==> config.mk <==
export PLATFORM = sky130hd
export DESIGN_NAME = seq_job_sched
export DESIGN_NICKNAME = d
export VERILOG_FILES = /design/src/rtl/seq_job_sched.sv
export SDC_FILE = /design/constraint.sdc
export NUM_CORES = 1
export LEC_CHECK = 0
export CAP_MARGIN = 20
export CORE_ASPECT_RATIO = 0.9
export CORE_MARGIN = 10
export CORE_UTILIZATION = 53
export DETAILED_ROUTE_END_ITERATION = 8
export PLACE_DENSITY_LB_ADDON = 0.12
export SLEW_MARGIN = 20
export SYNTH_ARGS = -nofsm -noshare
export SYNTH_HDL_FRONTEND = slang
export SYNTH_SLANG_ARGS = --single-unit
==> constraint.sdc <==
create_clock -name clk -period 2.4 [get_ports clk]
set_input_delay 0.24 -clock clk [delete_from_list [all_inputs] [get_ports clk]]
set_output_delay 0.24 -clock clk [all_outputs]
set_load 0.1 [all_outputs]
==> src/rtl/seq_job_sched.sv <==
// rtl/seq_job_sched.sv - round-robin scheduler sharing one SEQ solver engine between requesters
module seq_job_sched #(
  parameter int NUM_REQ = 4,
  parameter int TIMEOUT = 64
) (
  input  logic               clk,
  input  logic               rst_n,
  input  logic [NUM_REQ-1:0] req,
  output logic [NUM_REQ-1:0] gnt,
  input  logic               req_valid,
  input  logic [4:0]         req_in,
  input  logic [4:0]         req_p1,
  input  logic [1:0]         req_mode,
  output logic               eng_in_valid,
  output logic [4:0]         eng_in,
  output logic [4:0]         eng_in_p1,
  output logic [1:0]         eng_mode,
  input  logic               eng_out_valid,
  input  logic [2:0]         eng_circle,
  input  logic [7:0]         eng_value,
  output logic               rsp_valid,
  output logic [1:0]         rsp_id,
  output logic [2:0]         rsp_circle,
  output logic [7:0]         rsp_value,
  output logic               rsp_last,
  output logic               timeout,
  output logic               busy
);

  typedef enum logic [2:0] {
    S_IDLE, S_LOAD, S_PLAY, S_WAIT, S_DRAIN, S_GAP
  } state_t;

  localparam logic [4:0] LAST_BEAT = 5'd23;
  localparam logic [3:0] MAX_RSP   = 4'd8;

  state_t               state_q, state_d;
  logic [1:0]           ptr_q, ptr_d;
  logic [1:0]           owner_q, owner_d;
  logic [4:0]           wr_q, wr_d;
  logic [4:0]           rd_q, rd_d;
  logic [7:0]           wcnt_q, wcnt_d;
  logic [3:0]           ocnt_q, ocnt_d;
  logic [4:0]           p1_q, p1_d;
  logic [1:0]           mode_q, mode_d;
  logic [NUM_REQ-1:0]   gnt_q, gnt_d;
  logic                 eng_in_valid_q, eng_in_valid_d;
  logic [4:0]           eng_in_q, eng_in_d;
  logic [4:0]           eng_in_p1_q, eng_in_p1_d;
  logic [1:0]           eng_mode_q, eng_mode_d;
  logic                 rsp_valid_q, rsp_valid_d;
  logic [1:0]           rsp_id_q, rsp_id_d;
  logic [2:0]           rsp_circle_q, rsp_circle_d;
  logic [7:0]           rsp_value_q, rsp_value_d;
  logic [4:0]           job_buf_q [0:23];
  logic [4:0]           job_buf_d [0:23];

  logic                 win_hit;
  logic [1:0]           win_idx;
  logic [2:0]           cand;
  logic                 owner_req;
  logic [1:0]           ptr_after;
  logic                 wait_expired;

  // Round-robin winner: first requester at or after ptr, wrapping at NUM_REQ
  always_comb begin
    win_hit = 1'b0;
    win_idx = 2'd0;
    cand    = 3'd0;
    for (int i = 0; i < NUM_REQ; i++) begin
      cand = {1'b0, ptr_q} + 3'(i);
      if (cand >= 3'(NUM_REQ)) cand = cand - 3'(NUM_REQ);
      for (int r = 0; r < NUM_REQ; r++) begin
        if (!win_hit && req[r] && cand == 3'(r)) begin
          win_hit = 1'b1;
          win_idx = 2'(r);
        end
      end
    end
  end

  // Owner's live request bit (abort detection) and the pointer value used when the job ends
  always_comb begin
    owner_req = 1'b0;
    for (int r = 0; r < NUM_REQ; r++) begin
      if (owner_q == 2'(r)) owner_req = req[r];
    end
    ptr_after    = (owner_q == 2'(NUM_REQ - 1)) ? 2'd0 : owner_q + 2'd1;
    wait_expired = (state_q == S_WAIT) && (wcnt_q == 8'(TIMEOUT - 1)) && !eng_out_valid;
  end

  // Next-state and registered-output logic for the job FSM
  always_comb begin
    state_d        = state_q;
    ptr_d          = ptr_q;
    owner_d        = owner_q;
    wr_d           = wr_q;
    rd_d           = rd_q;
    wcnt_d         = wcnt_q;
    ocnt_d         = ocnt_q;
    p1_d           = p1_q;
    mode_d         = mode_q;
    gnt_d          = gnt_q;
    eng_in_valid_d = eng_in_valid_q;
    eng_in_d       = eng_in_q;
    eng_in_p1_d    = eng_in_p1_q;
    eng_mode_d     = eng_mode_q;
    rsp_valid_d    = 1'b0;
    rsp_id_d       = rsp_id_q;
    rsp_circle_d   = rsp_circle_q;
    rsp_value_d    = rsp_value_q;
    job_buf_d      = job_buf_q;

    case (state_q)
      S_IDLE: begin
        if (win_hit) begin
          state_d = S_LOAD;
          owner_d = win_idx;
          wr_d    = 5'd0;
          for (int r = 0; r < NUM_REQ; r++) gnt_d[r] = (win_idx == 2'(r));
        end
      end
      S_LOAD: begin
        if (!owner_req) begin
          // owner gave up mid-load: discard the partial job
          state_d = S_GAP;
          gnt_d   = '0;
          ptr_d   = ptr_after;
        end else if (req_valid) begin
          job_buf_d[wr_q] = req_in;
          if (wr_q == 5'd0) begin
            p1_d   = req_p1;
            mode_d = req_mode;
          end
          if (wr_q == LAST_BEAT) begin
            // first engine beat is launched on the same edge as the last accepted beat
            state_d        = S_PLAY;
            gnt_d          = '0;
            wr_d           = 5'd0;
            rd_d           = 5'd0;
            eng_in_valid_d = 1'b1;
            eng_in_d       = job_buf_q[0];
            eng_in_p1_d    = p1_q;
            eng_mode_d     = mode_q;
          end else begin
            wr_d = wr_q + 5'd1;
          end
        end
      end
      S_PLAY: begin
        if (rd_q == LAST_BEAT) begin
          state_d        = S_WAIT;
          eng_in_valid_d = 1'b0;
          wcnt_d         = 8'd0;
        end else begin
          rd_d     = rd_q + 5'd1;
          eng_in_d = job_buf_q[rd_q + 5'd1];
        end
      end
      S_WAIT: begin
        if (eng_out_valid) begin
          state_d      = S_DRAIN;
          rsp_valid_d  = 1'b1;
          rsp_id_d     = owner_q;
          rsp_circle_d = eng_circle;
          rsp_value_d  = eng_value;
          ocnt_d       = 4'd1;
        end else if (wait_expired) begin
          state_d = S_GAP;
          ptr_d   = ptr_after;
        end else begin
          wcnt_d = wcnt_q + 8'd1;
        end
      end
      S_DRAIN: begin
        if (eng_out_valid && ocnt_q != MAX_RSP) begin
          rsp_valid_d  = 1'b1;
          rsp_id_d     = owner_q;
          rsp_circle_d = eng_circle;
          rsp_value_d  = eng_value;
          ocnt_d       = ocnt_q + 4'd1;
        end else begin
          // burst over: engine went quiet or the 8-beat cap was hit; extras are dropped
          state_d = S_GAP;
          ptr_d   = ptr_after;
        end
      end
      S_GAP: begin
        state_d = S_IDLE;
      end
      default: begin
        state_d = S_IDLE;
      end
    endcase
  end

  // Control and output registers, cleared asynchronously
  always_ff @(posedge clk or negedge rst_n) begin
    if (!rst_n) begin
      state_q        <= S_IDLE;
      ptr_q          <= 2'd0;
      owner_q        <= 2'd0;
      wr_q           <= 5'd0;
      rd_q           <= 5'd0;
      wcnt_q         <= 8'd0;
      ocnt_q         <= 4'd0;
      p1_q           <= 5'd0;
      mode_q         <= 2'd0;
      gnt_q          <= '0;
      eng_in_valid_q <= 1'b0;
      eng_in_q       <= 5'd0;
      eng_in_p1_q    <= 5'd0;
      eng_mode_q     <= 2'd0;
      rsp_valid_q    <= 1'b0;
      rsp_id_q       <= 2'd0;
      rsp_circle_q   <= 3'd0;
      rsp_value_q    <= 8'd0;
    end else begin
      state_q        <= state_d;
      ptr_q          <= ptr_d;
      owner_q        <= owner_d;
      wr_q           <= wr_d;
      rd_q           <= rd_d;
      wcnt_q         <= wcnt_d;
      ocnt_q         <= ocnt_d;
      p1_q           <= p1_d;
      mode_q         <= mode_d;
      gnt_q          <= gnt_d;
      eng_in_valid_q <= eng_in_valid_d;
      eng_in_q       <= eng_in_d;
      eng_in_p1_q    <= eng_in_p1_d;
      eng_mode_q     <= eng_mode_d;
      rsp_valid_q    <= rsp_valid_d;
      rsp_id_q       <= rsp_id_d;
      rsp_circle_q   <= rsp_circle_d;
      rsp_value_q    <= rsp_value_d;
    end
  end

  // Job buffer storage; contents are meaningless until written, so no reset
  always_ff @(posedge clk) begin
    job_buf_q <= job_buf_d;
  end

  assign gnt          = gnt_q;
  assign eng_in_valid = eng_in_valid_q;
  assign eng_in       = eng_in_q;
  assign eng_in_p1    = eng_in_p1_q;
  assign eng_mode     = eng_mode_q;
  assign rsp_valid    = rsp_valid_q;
  assign rsp_id       = rsp_id_q;
  assign rsp_circle   = rsp_circle_q;
  assign rsp_value    = rsp_value_q;
  // the presented beat is final when the engine has gone quiet or the cap is reached
  assign rsp_last     = rsp_valid_q && (!eng_out_valid || ocnt_q == MAX_RSP);
  assign timeout      = wait_expired;
  assign busy         = (state_q != S_IDLE);

endmodule
# --- Word level (Yosys, flattened, before mapping) ---
# Index checks and enable logic that the tools add are counted.
totals:
  reg_bits: 187
  input_bits: 31
  output_inout_bits: 34
  elab_cells: 289
op_classes:
  addsub: 12
  order_cmp: 7
  n_eq_ne: 43
  n_mux: 104
  bitwise: 2
  reduce_logical: 79
op_table:
  columns: ["op", "count"]
  rows:
  - ["$bwmux W120", 1]
  - ["$mux W5", 15]
  - ["$mux W2", 21]
  - ["$mux W3", 14]
  - ["$mux W8", 5]
  - ["$logic_and A1 B1 Y1", 36]
  - ["$pmux W8 S2", 2]
  - ["$eq A3 B2 Y1 const B", 10]
  - ["$pmux W5 S2", 3]
  - ["$mux W1", 27]
  - ["$ne A2 B2 Y1 const B", 13]
  - ["$bmux W5 S5", 1]
  - ["$demux W5 S5", 1]
  - ["$mux W4", 6]
  - ["$reduce_and A4 Y1", 5]
  - ["$logic_not A1 Y1", 16]
  - ["$pmux W4 S2", 2]
  - ["$eq A3 B1 Y1 const B", 5]
  - ["$logic_not A3 Y1", 5]
  - ["$pmux W3 S5", 1]
  - ["$reduce_and A5 Y1", 3]
  - ["$ge A6 B6 Y1 const B", 2]
  - ["$not A5 Y6", 2]
  - ["$add A5 B1 Y5 const B", 2]
  - ["other kinds (30)", 49]

# --- Logic depth before layout (Yosys ltp) ---
logic_depth:
  ltp_word: 68
  depth_mapped: 8
  depth_no_buf: 7

# --- Least setup slack after synthesis ---
# No wires, ideal clock.
synth_timing:
  kind: "register to output"
  from: "register rsp_valid_q (netlist: rsp_valid)"
  to: "output rsp_last"
  arrival_time_ps: 2347
  required_time_ps: 2160
  path_slack_ps: -187
  stages_incl_launch_ff: 2
  n_path_buf: 0
  path_cell_list: "dfrtp_1 nor2b_1"
synth_between:
  elab_chain_len: 1
synth_lines:
  columns: ["element", "line_no", "text"]
  rows:
  - ["start, declared", "51", "logic rsp_valid_q, rsp_valid_d;"]
  - ["start signal, assigned", "233", "rsp_valid_q <= rsp_valid_d;"]
  - ["$logic_and A1 B1 Y1", "255", "assign rsp_last = rsp_valid_q && (!eng_out_valid || ocnt_q == MAX_RSP);"]
  - ["end, declared", "25", "output logic rsp_last,"]
# No other way between the ends.

# --- Worst setup path after layout ---
layout_timing:
  from: "register owner_q[0]"
  to: "register job_buf_q[60] (netlist name) (enable)"
layout_between:
  elab_chain_len: 6
  word_cells_on_any_way: 9
  classes_between: "eq/ne (3); mux (4); reduce/logical (2)"
layout_lines:
  columns: ["element", "line_no", "text"]
  rows:
  - ["start, declared", "39", "logic [1:0] owner_q, owner_d;"]
  - ["start signal, assigned", "221", "owner_q <= owner_d;"]
  - ["$logic_not A2 Y1", "86", "if (owner_q == 2'(r)) owner_req = req[r];"]
  - ["$mux W1 (3 in a row)", "86", null]
  - ["$mux W1 (*)", "86", null]
  - ["$reduce_and A3 Y1 (no source line) (*)", null, null]
  - ["end signal, assigned", "242", "job_buf_q <= job_buf_d;"]
  - ["end, declared", "55", "logic [4:0] job_buf_q [0:23];"]
# Every way passes the cells marked *; elsewhere a longest branch is shown, timed or not.
# A chain may end at the register's enable or synchronous reset.

==> metrics.txt <==
status=completed; layout cells sized above 1=26.4%; Die Ht=139 microns; Tot GR Track Use=16.8%; die area=0.0211 sq mm; CP Cell Sequence=inv_1 > ha_1 > nor2b_1 > o21ai_2 > and4_4 > nand2_1 > nor3_1 > buf_4; drt wl/cell=19.9 microns; area grow syn2layout=19.2%; dpl hpwl=12200 microns; DR vias=5026; crit path max fanout=15; crit path kind=register to register; largest net degree at the start of global routing=44; Worst EP arrival=2.46 ns; RSZ-0062 raised after global routing=false; top-count cell post-synth=edfxtp_1; final setup TNS=0 ns; # rows=43; Synth top area share=43.2%; setup violators final=0; RD Place Congestion=0.860; layout filler cell count=1109; Cell Area, Placed=0.00936 sq mm; final period utilization=96.1%; internal power=0.00759 W; Cell Pwr Density=1300 mW/mm^2; clock share of power=20.5%; max-cap viol count=0; EDFF count, synth=120; clock skew=0.0128 ns; mean post-synth cell area=14.8 sq um; delay-heaviest family, CP=simple AND/OR/NAND/NOR gates; CP required=2.55 ns; Synth cell types=63; Comb pwr share=46.2%; IO Port Bufs=64; mapped cell area=0.00833 sq mm; leakage=3.91 nW; Core ar.=0.0154 sq mm; Diodes inserted=0; Hold Crit Class=input port to asynchronous set/reset pin; fin nets=709; H-tree Lvls=4; die width=152 microns; largest cells by area after synthesis=edfxtp_1 (43%), dfrtp_1 (20%), mux4_2 (7.0%); vias in the first global route=5001; Bufs on Longest Clock Path=2; Peak Freq=434 MHz; Synth area leader=edfxtp_1; Clk pin slew, worst setup/hold paths=0.08 ns; Clock Latency Late Sink=0.43 ns; Synth Net Count=606; DRT Pass-1 Iters=5; total power=0.0129 W; Seq cells post-synth=187; clk sinks=187; clock root buffer=clkbuf_16; Top-Level Pins=65; Startpoint Class=register; top_reg_cell synth=edfxtp_1; slowest stage delay, CP=0.41 ns; DRT antenna net count=0; peak supply drop=1550 uV; first-pass GRT wire length=28300 microns; gr ovfl total=0; Switching Share=41.2%; Post-synth ARST share=35.8%; CP endpoint kind=register; post-detailed-route DRC marker count=0; Slew Limit Fails=0; setup bufs post-CTS=0; worst hold slack=0.342 ns; Crit-path slowest cell=dfrtp_1; TritonCTS Buffers=17; First DRT Iteration DRCs=396; Buf+Inv Stages, Crit Path=2; CTS resizes=0; sequential area share after synthesis=63.4%; worst slew pin tran=0.605 ns; initial antenna violation count=0; cell count after synthesis=563; Syn. warnings=0; Seq pwr share=33.2%; fin util=64.3%; P_sw=0.00532 W; DRT Wirelength=17500 microns; CTS tree=done; Post-synth top cells=edfxtp_1 (120), dfrtp_1 (67), nor2_1 (41); Slew headroom=59.4%; vias per inst=5.70; final design area excluding fillers=0.00993 sq mm; Hold Vio Cnt, Final=0; initial core utilization=54.0%; Final min period=2.31 ns; hold_buf cts=1
registers in the layout (all words and copies together) (netlist names), 3 cells and up:
name        count
job_buf_q     120
rsp_value       8
wcnt_q          8
eng_in          5
eng_in_p1       5
p1_q            5
rd_q            5
wr_q            5
gnt             4
ocnt_q          4
rsp_circle      3
state_q         3
through the flow:
stage	worst slack [ns]	cells
2_1_floorplan	0.00573	563
3_3_place_gp	0.177	848
3_5_place_dp	0.117	848
4_1_cts	0.0939	881
5_1_grt	0.00780	881
6_report	0.0935	881
power by group through the flow:
stage	Combinational (W)	Sequential, W	Clock, W
3_5_place_dp	0.00599	0.00435	0
3_3_place_gp	0.00590	0.00431	0
6_report	0.00597	0.00429	0.00265
2_1_floorplan	0.00324	0.00558	0
4_1_cts	0.00601	0.00429	0.00270
5_1_grt	0.00638	0.00436	0.00285
metal layers:
| layer | share of wire, % | global-route usage (%) | vias up |
|---|---|---|---|
| met5 | 0 | 0 | - |
| met1 | 45 | 23.2 | 2532 |
| met2 | 48 | 26.4 | 145 |
| li1 | - | - | 2333 |
| met4 | 0.96 | 4.00 | 0 |
| met3 | 5.2 | 4.16 | 16 |
worst reg2reg max path: cells and delay by family, from the launching register on:
family	cells	cell delay, ns
AO/OA/AOI/OAI	1	0.13
buffers and inverters	2	0.33
flip-flops	1	0.41
AND/OR/NAND/NOR	4	0.93
adder cells (fa/ha/maj)	1	0.23
cell type report:
type | instances | area [sq um] | share of cell area [%]
multi-input cells | 338 | 2820 | 28.4
inverters | 15 | 56.3 | 0.567
flip-flops and latches | 187 | 5280 | 53.2
clock inverters | 14 | 129 | 1.30
repair buffers | 107 | 963 | 9.70
clock buffers | 18 | 429 | 4.32
well taps | 202 | 253 | 2.54
placed cells by master, fill, tap and decap left out, types with 8 or more instances in the layout:
master / n
edfxtp_1: 120
buf_4: 69
dfrtp_1: 66
nor2_1: 41
nand2_1: 34
clkdlybuf4s50_1: 29
mux2i_1: 27
mux4_2: 26
mux2_2: 23
o21ai_0: 19
a21oi_1: 19
clkbuf_16: 17
inv_1: 15
nand3_1: 15
and3_1: 12
ha_1: 12
nor3_1: 9
xor2_1: 8
path summary, 6_finish.rpt:
check                             start            end  slack [ns]  cells after the start
max in group asynchronous         rst_n         gnt[1]        1.42                      3
setup / recovery             owner_q[0]  job_buf_q[60]        0.09                      8
setup reg to reg             owner_q[0]  job_buf_q[60]        0.09                      8
min in group clk           eng_value[0]   rsp_value[0]        0.42                      2
hold reg to reg               rsp_id[0]      rsp_id[0]        0.48                      2
hold / removal                    rst_n   eng_in_p1[3]        0.34                      2
cells by family after synthesis:
family | after synthesis | synth area share (%)
DFF | 187 | 63.4
and+or+nand+nor | 159 | 10.2
muxes | 83 | 14.6
AOI/OAI and AO/OA | 71 | 5.54
buffers and inverters | 38 | 2.84
xor gates and xnor gates | 13 | 1.59
adders and majority gates | 12 | 1.80
Power figures use the tool's default switching activity.
